==> config.mk <==
export PLATFORM = sky130hd
export DESIGN_NAME = dw02_mac
export DESIGN_NICKNAME = d
export VERILOG_FILES = /design/src/rtl/dw02_mac.sv
export SDC_FILE = /design/constraint.sdc
export NUM_CORES = 1
export LEC_CHECK = 0
export CAP_MARGIN = 20
export CORE_MARGIN = 4
export CORE_UTILIZATION = 54
export DETAILED_ROUTE_END_ITERATION = 7
export DONT_BUFFER_PORTS = 1
export PLACE_DENSITY = 0.69
export SLEW_MARGIN = 10
export SYNTH_ARGS = -nofsm -noshare
export SYNTH_HDL_FRONTEND = slang
export SYNTH_SLANG_ARGS = --single-unit
==> constraint.sdc <==
create_clock -name vclk -period 10.65
set_input_delay 0.5325 -clock vclk [all_inputs]
set_output_delay 0.5325 -clock vclk [all_outputs]
set_load 0.05 [all_outputs]
==> src/rtl/dw02_mac.sv <==
// Multiply-accumulate MAC = A*B + C (mod 2^(A_width+B_width)), unsigned or two's complement per TC.
// Define DW02_MAC_OUT_REG_EN to register MAC on MAC_ACC_CLK with async clear from acc_ff_rstn.

// One partial-product row. The top row of B carries negative weight in signed mode,
// so it is inverted here and the +1 of the negation enters as a separate row.
module dw02_mac_pp #(
  parameter int P     = 16,
  parameter int SHIFT = 0,
  parameter bit NEG   = 1'b0
) (
  input  logic [P-1:0] a_ext,
  input  logic         b_bit,
  input  logic         tc,
  output logic [P-1:0] pp
);
  logic [P-1:0] raw;

  assign raw = b_bit ? (a_ext << SHIFT) : '0;
  assign pp  = raw ^ {P{tc & NEG}};
endmodule

// 3:2 carry-save row; carry leaves pre-shifted, anything above bit P-1 is dropped (mod 2^P).
module dw02_mac_csa #(
  parameter int P = 16
) (
  input  logic [P-1:0] x,
  input  logic [P-1:0] y,
  input  logic [P-1:0] z,
  output logic [P-1:0] s,
  output logic [P-1:0] c
);
  logic [P-2:0] maj;

  assign s   = x ^ y ^ z;
  assign maj = (x[P-2:0] & y[P-2:0]) | (x[P-2:0] & z[P-2:0]) | (y[P-2:0] & z[P-2:0]);
  assign c   = {maj, 1'b0};
endmodule

module dw02_mac #(
  parameter int A_width = 8,
  parameter int B_width = 8
) (
  input  logic                       MAC_ACC_CLK,
  input  logic                       acc_ff_rstn,
  input  logic [A_width-1:0]         A,
  input  logic [B_width-1:0]         B,
  input  logic [A_width+B_width-1:0] C,
  input  logic                       TC,
  output logic [A_width+B_width-1:0] MAC
);
  localparam int P    = A_width + B_width;
  localparam int ROWS = B_width + 2;

  logic [P-1:0]              a_ext;
  logic [ROWS-1:0][P-1:0]    rows;
  logic [ROWS-2:0][P-1:0]    s_ch;
  logic [ROWS-2:0][P-1:0]    c_ch;
  logic [P-1:0]              sum;
  logic [P-1:0]              mac_nxt;

  // Full-precision multiplicand: sign-extended only in two's-complement mode.
  assign a_ext = {{B_width{TC & A[A_width-1]}}, A};

  for (genvar j = 0; j < B_width; j++) begin : g_pp
    dw02_mac_pp #(
      .P     (P),
      .SHIFT (j),
      .NEG   (j == B_width - 1)
    ) u_pp (
      .a_ext (a_ext),
      .b_bit (B[j]),
      .tc    (TC),
      .pp    (rows[j])
    );
  end

  assign rows[B_width]   = P'(TC);
  assign rows[B_width+1] = C;

  // Linear carry-save array: each stage folds one more row into the (sum, carry) pair.
  assign s_ch[0] = rows[0];
  assign c_ch[0] = rows[1];

  for (genvar k = 0; k < ROWS - 2; k++) begin : g_csa
    dw02_mac_csa #(
      .P (P)
    ) u_csa (
      .x (s_ch[k]),
      .y (c_ch[k]),
      .z (rows[k+2]),
      .s (s_ch[k+1]),
      .c (c_ch[k+1])
    );
  end

  assign sum = s_ch[ROWS-2] + c_ch[ROWS-2];

  always_comb begin
    mac_nxt = sum;
`ifndef SYNTHESIS
    if ($isunknown({A, B, C, TC})) mac_nxt = 'x;
`endif
  end

`ifdef DW02_MAC_OUT_REG_EN
  logic [P-1:0] mac_q;

  always_ff @(posedge MAC_ACC_CLK or negedge acc_ff_rstn) begin
    if (!acc_ff_rstn) mac_q <= '0;
    else              mac_q <= mac_nxt;
  end

  assign MAC = mac_q;
`else
  logic unused_clk_rst;

  assign unused_clk_rst = MAC_ACC_CLK ^ acc_ff_rstn;
  assign MAC            = mac_nxt;
`endif
endmodule

==> results.txt <==
----------------------------------------------------
[Status]
  Outcome ... finished, final reports clean

[Finish]
  Number of clock buffers in the layout ... 0
  Post-layout util ... 0.5665
  Layout sequential cell count ... 0
  Footprint of the multi-input gates ... roughly 0.0028 mm2
  FF+latch area ... 0 um2
  Final net count ... 469
  Synth-to-layout area growth ... 1.880%
  Fill cell count ... 518
  Share of cells above drive strength 1 ... 0.02484
  Antenna Cells ... 0
  Final cell area excluding filler cells ... 0.003119 mm2

[Critical path]
  Cell at the slowest stage of the critical path ... sky130_fd_sc_hd__nor3_2
  CP Cell Sequence ... and3_1 -> fa_1 -> inv_1 -> fa_1 -> fa_1 -> fa_1 -> inv_1 -> fa_1 -> fa_1 -> ha_1 -> fa_1 -> ha_1 -> nand2_1 -> o21ai_0 -> o41ai_4 -> and3_1 -> nor3_2
  Critical Path AT ... 6330 ps
  Worst Path Buf+Inv ... 2
  Worst setup path class ... in -> out
  Cell repeated most along the worst path ... sky130_fd_sc_hd__fa_1
  Worst stage delay on the critical path ... ~700 ps
  Family of cells with the greatest summed delay on the critical path ... adder cells
  CP max FO ... 25
  Type of destination of the critical path ... output port
  Data required time at the worst endpoint ... a little over 10000 ps
  Crit start category ... input pin

[STA]
  Setup-failing EPs final ... 0
  Pin slew with the least headroom to its limit ... 1098 ps
  Relative slew margins ... 0.2628
  Final hold violations ... 0
  Number of pins exceeding their max-slew limit in the final report ... 0
  Maximum achievable frequency ... 145.7 MHz
  RSZ-0062 raised after global routing ... no
  Final critical delay including setup and external delays ... ~6900 ps
  Final cycle utilization of the critical path ... 0.6446
  Worst slack on hold paths ... 1450 ps
  Setup TNS after final layout ... 0 ps

[Yosys]
  Xor and xnor area share after synthesis ... 0.07152
  Most area-hungry cell type in the Yosys netlist ... sky130_fd_sc_hd__fa_1
  Proportion of netlist area held by the largest area contributor ... 0.4512
  Average footprint of a synthesized cell ... 9.278 um2
  Synth warnings ... 0
  Largest family of logic cells by synthesized area ... adder cells
  Share of cell area taken by muxes after synthesis ... 0.003269
  Count leader, synth ... sky130_fd_sc_hd__fa_1
  Post-Synthesis Net Count ... 475
  Leading post-synthesis cells by instance count ... sky130_fd_sc_hd__fa_1 (69), sky130_fd_sc_hd__inv_1 (56), sky130_fd_sc_hd__nand2_1 (55)
  Mapped cell area ... 0.003062 mm2
  Share of synthesized cell area in full adder, half adder and majority cells ... 0.6187
  Synth Area in Simple Gates ... 0.1565
  Top cells by area, synth ... sky130_fd_sc_hd__fa_1 (45%), sky130_fd_sc_hd__ha_1 (17%), sky130_fd_sc_hd__inv_1 (6.9%)
  Share of synthesized area occupied by flip-flops and latches ... 0
  Post-synthesis cell type count ... 29
  Synthesized-area fraction occupied by ao, oa, aoi and oai cells ... 0.07070
  Synthesized netlist cell count ... 330

[Routing]
  WL/cell ... 12.88 um
  Final wirelength ... 5075 um
  Number of nets still failing antenna checks after routing ... 0
  Number of DRC markers after the initial detailed-route iteration ... 64
  Number of design rule violations left after detail routing ... 0
  DR vias/cell ... 5.434
  1st-pass router iterations ... 4
  Overall via count from detail_route ... 2141

[Die]
  # rows ... 27
  Total I/O pin count ... slightly above 50
  Total Die Area ... between 0.006 and 0.007 mm2
  DIE HEIGHT ... 83.30 um
  Chip width ... 83.30 um
  Starting utilization of the core area ... 0.5560
  Core footprint ... 0.005507 mm2

[GRT]
  Pin count of the biggest net entering global routing ... 26
  Gr ovfl total ... 0
  Total Routing Usage GR ... 0.1596
  Wire length of the first global-routing pass ... 9729 um
  Initial antenna violation count ... 0
  Vias in the first global route ... 2227

[Placed design]
  Final HPWL DP ... 4657 um
  Placed Area ... ~0.0031 mm2
  Final weighted congestion of routability-driven global placement ... roughly 0.82
  Port-buffer cells ... 0

[Worst hold path]
  Count of cells along the worst hold path ... 1
  Hold Path Sink ... MAC[0]
  Class of the tightest hold or removal check ... in -> out
  Hold path start ... C[0]

[Clock tree]
  Number of gates given a new drive strength after cts ... 0
  Number of hold-repair buffers added at the cts stage ... 0
  Postcts setup bufs ... 0

[Run]
  Number of violations of the max-capacitance limit ... 0

----------------------------------------------------
[cells by family (layout without fill, tap and decap cells)]
kind of cell / count (synthesis) / in the layout
compound gates: 29 / 29
xor+xnor: 25 / 25
fa+ha+maj: 110 / 110
buf+inv: 64 / 56
mux: 1 / 1
simple gates: 101 / 101
[how the worst max path moves through the flow]
stage	from	endpoint	slack, ps	cells past startpoint
3_3_place_gp	TC	MAC[13]	3820	16
4_1_cts	TC	MAC[15]	3750	17
2_1_floorplan	A[7]	MAC[15]	3880	19
5_1_grt	TC	MAC[15]	3560	17
3_5_place_dp	TC	MAC[15]	3770	17
6_report	TC	MAC[15]	3780	17
[final cells by class]
| type | count | area share |
|---|---|---|
| inverter | 56 | 0.06739 |
| tap | 72 | 0.02888 |
| multi-input combinational | 266 | 0.9037 |
[metrics by stage]
stage,setup WS [ps],instances
5_1_grt,3559,394
3_3_place_gp,3820,394
4_1_cts,3750,394
6_report,3785,394
3_5_place_dp,3766,394
2_1_floorplan,3880,330
[placed cells by master (no fill, tap or decap), types with 3 or more instances in the layout]
| cell type | instances |
|---|---|
| sky130_fd_sc_hd__fa_1 | 69 |
| sky130_fd_sc_hd__inv_1 | 56 |
| sky130_fd_sc_hd__nand2_1 | 55 |
| sky130_fd_sc_hd__o21ai_0 | 6 |
| sky130_fd_sc_hd__and2_1 | 18 |
| sky130_fd_sc_hd__xor2_1 | 3 |
| sky130_fd_sc_hd__ha_1 | 41 |
| sky130_fd_sc_hd__and3_1 | 9 |
| sky130_fd_sc_hd__xnor2_1 | 22 |
| sky130_fd_sc_hd__a21oi_1 | 8 |
| sky130_fd_sc_hd__nor2_1 | 9 |
| sky130_fd_sc_hd__nand2b_1 | 3 |
| sky130_fd_sc_hd__a21o_1 | 4 |
| sky130_fd_sc_hd__a21oi_2 | 4 |
[routing by layer]
metal	vias up	GRT usage	routed length, um
met5	-	0	0
met1	1103	0.2173	2181
met3	0	0.01389	213
met4	0	0.004458	0
met2	34	0.2923	2680
li1	1004	-	-
Power is left out: the tool's default activity adds up to more than one toggle a clock period on the data nets, which glitch-free logic cannot reach.
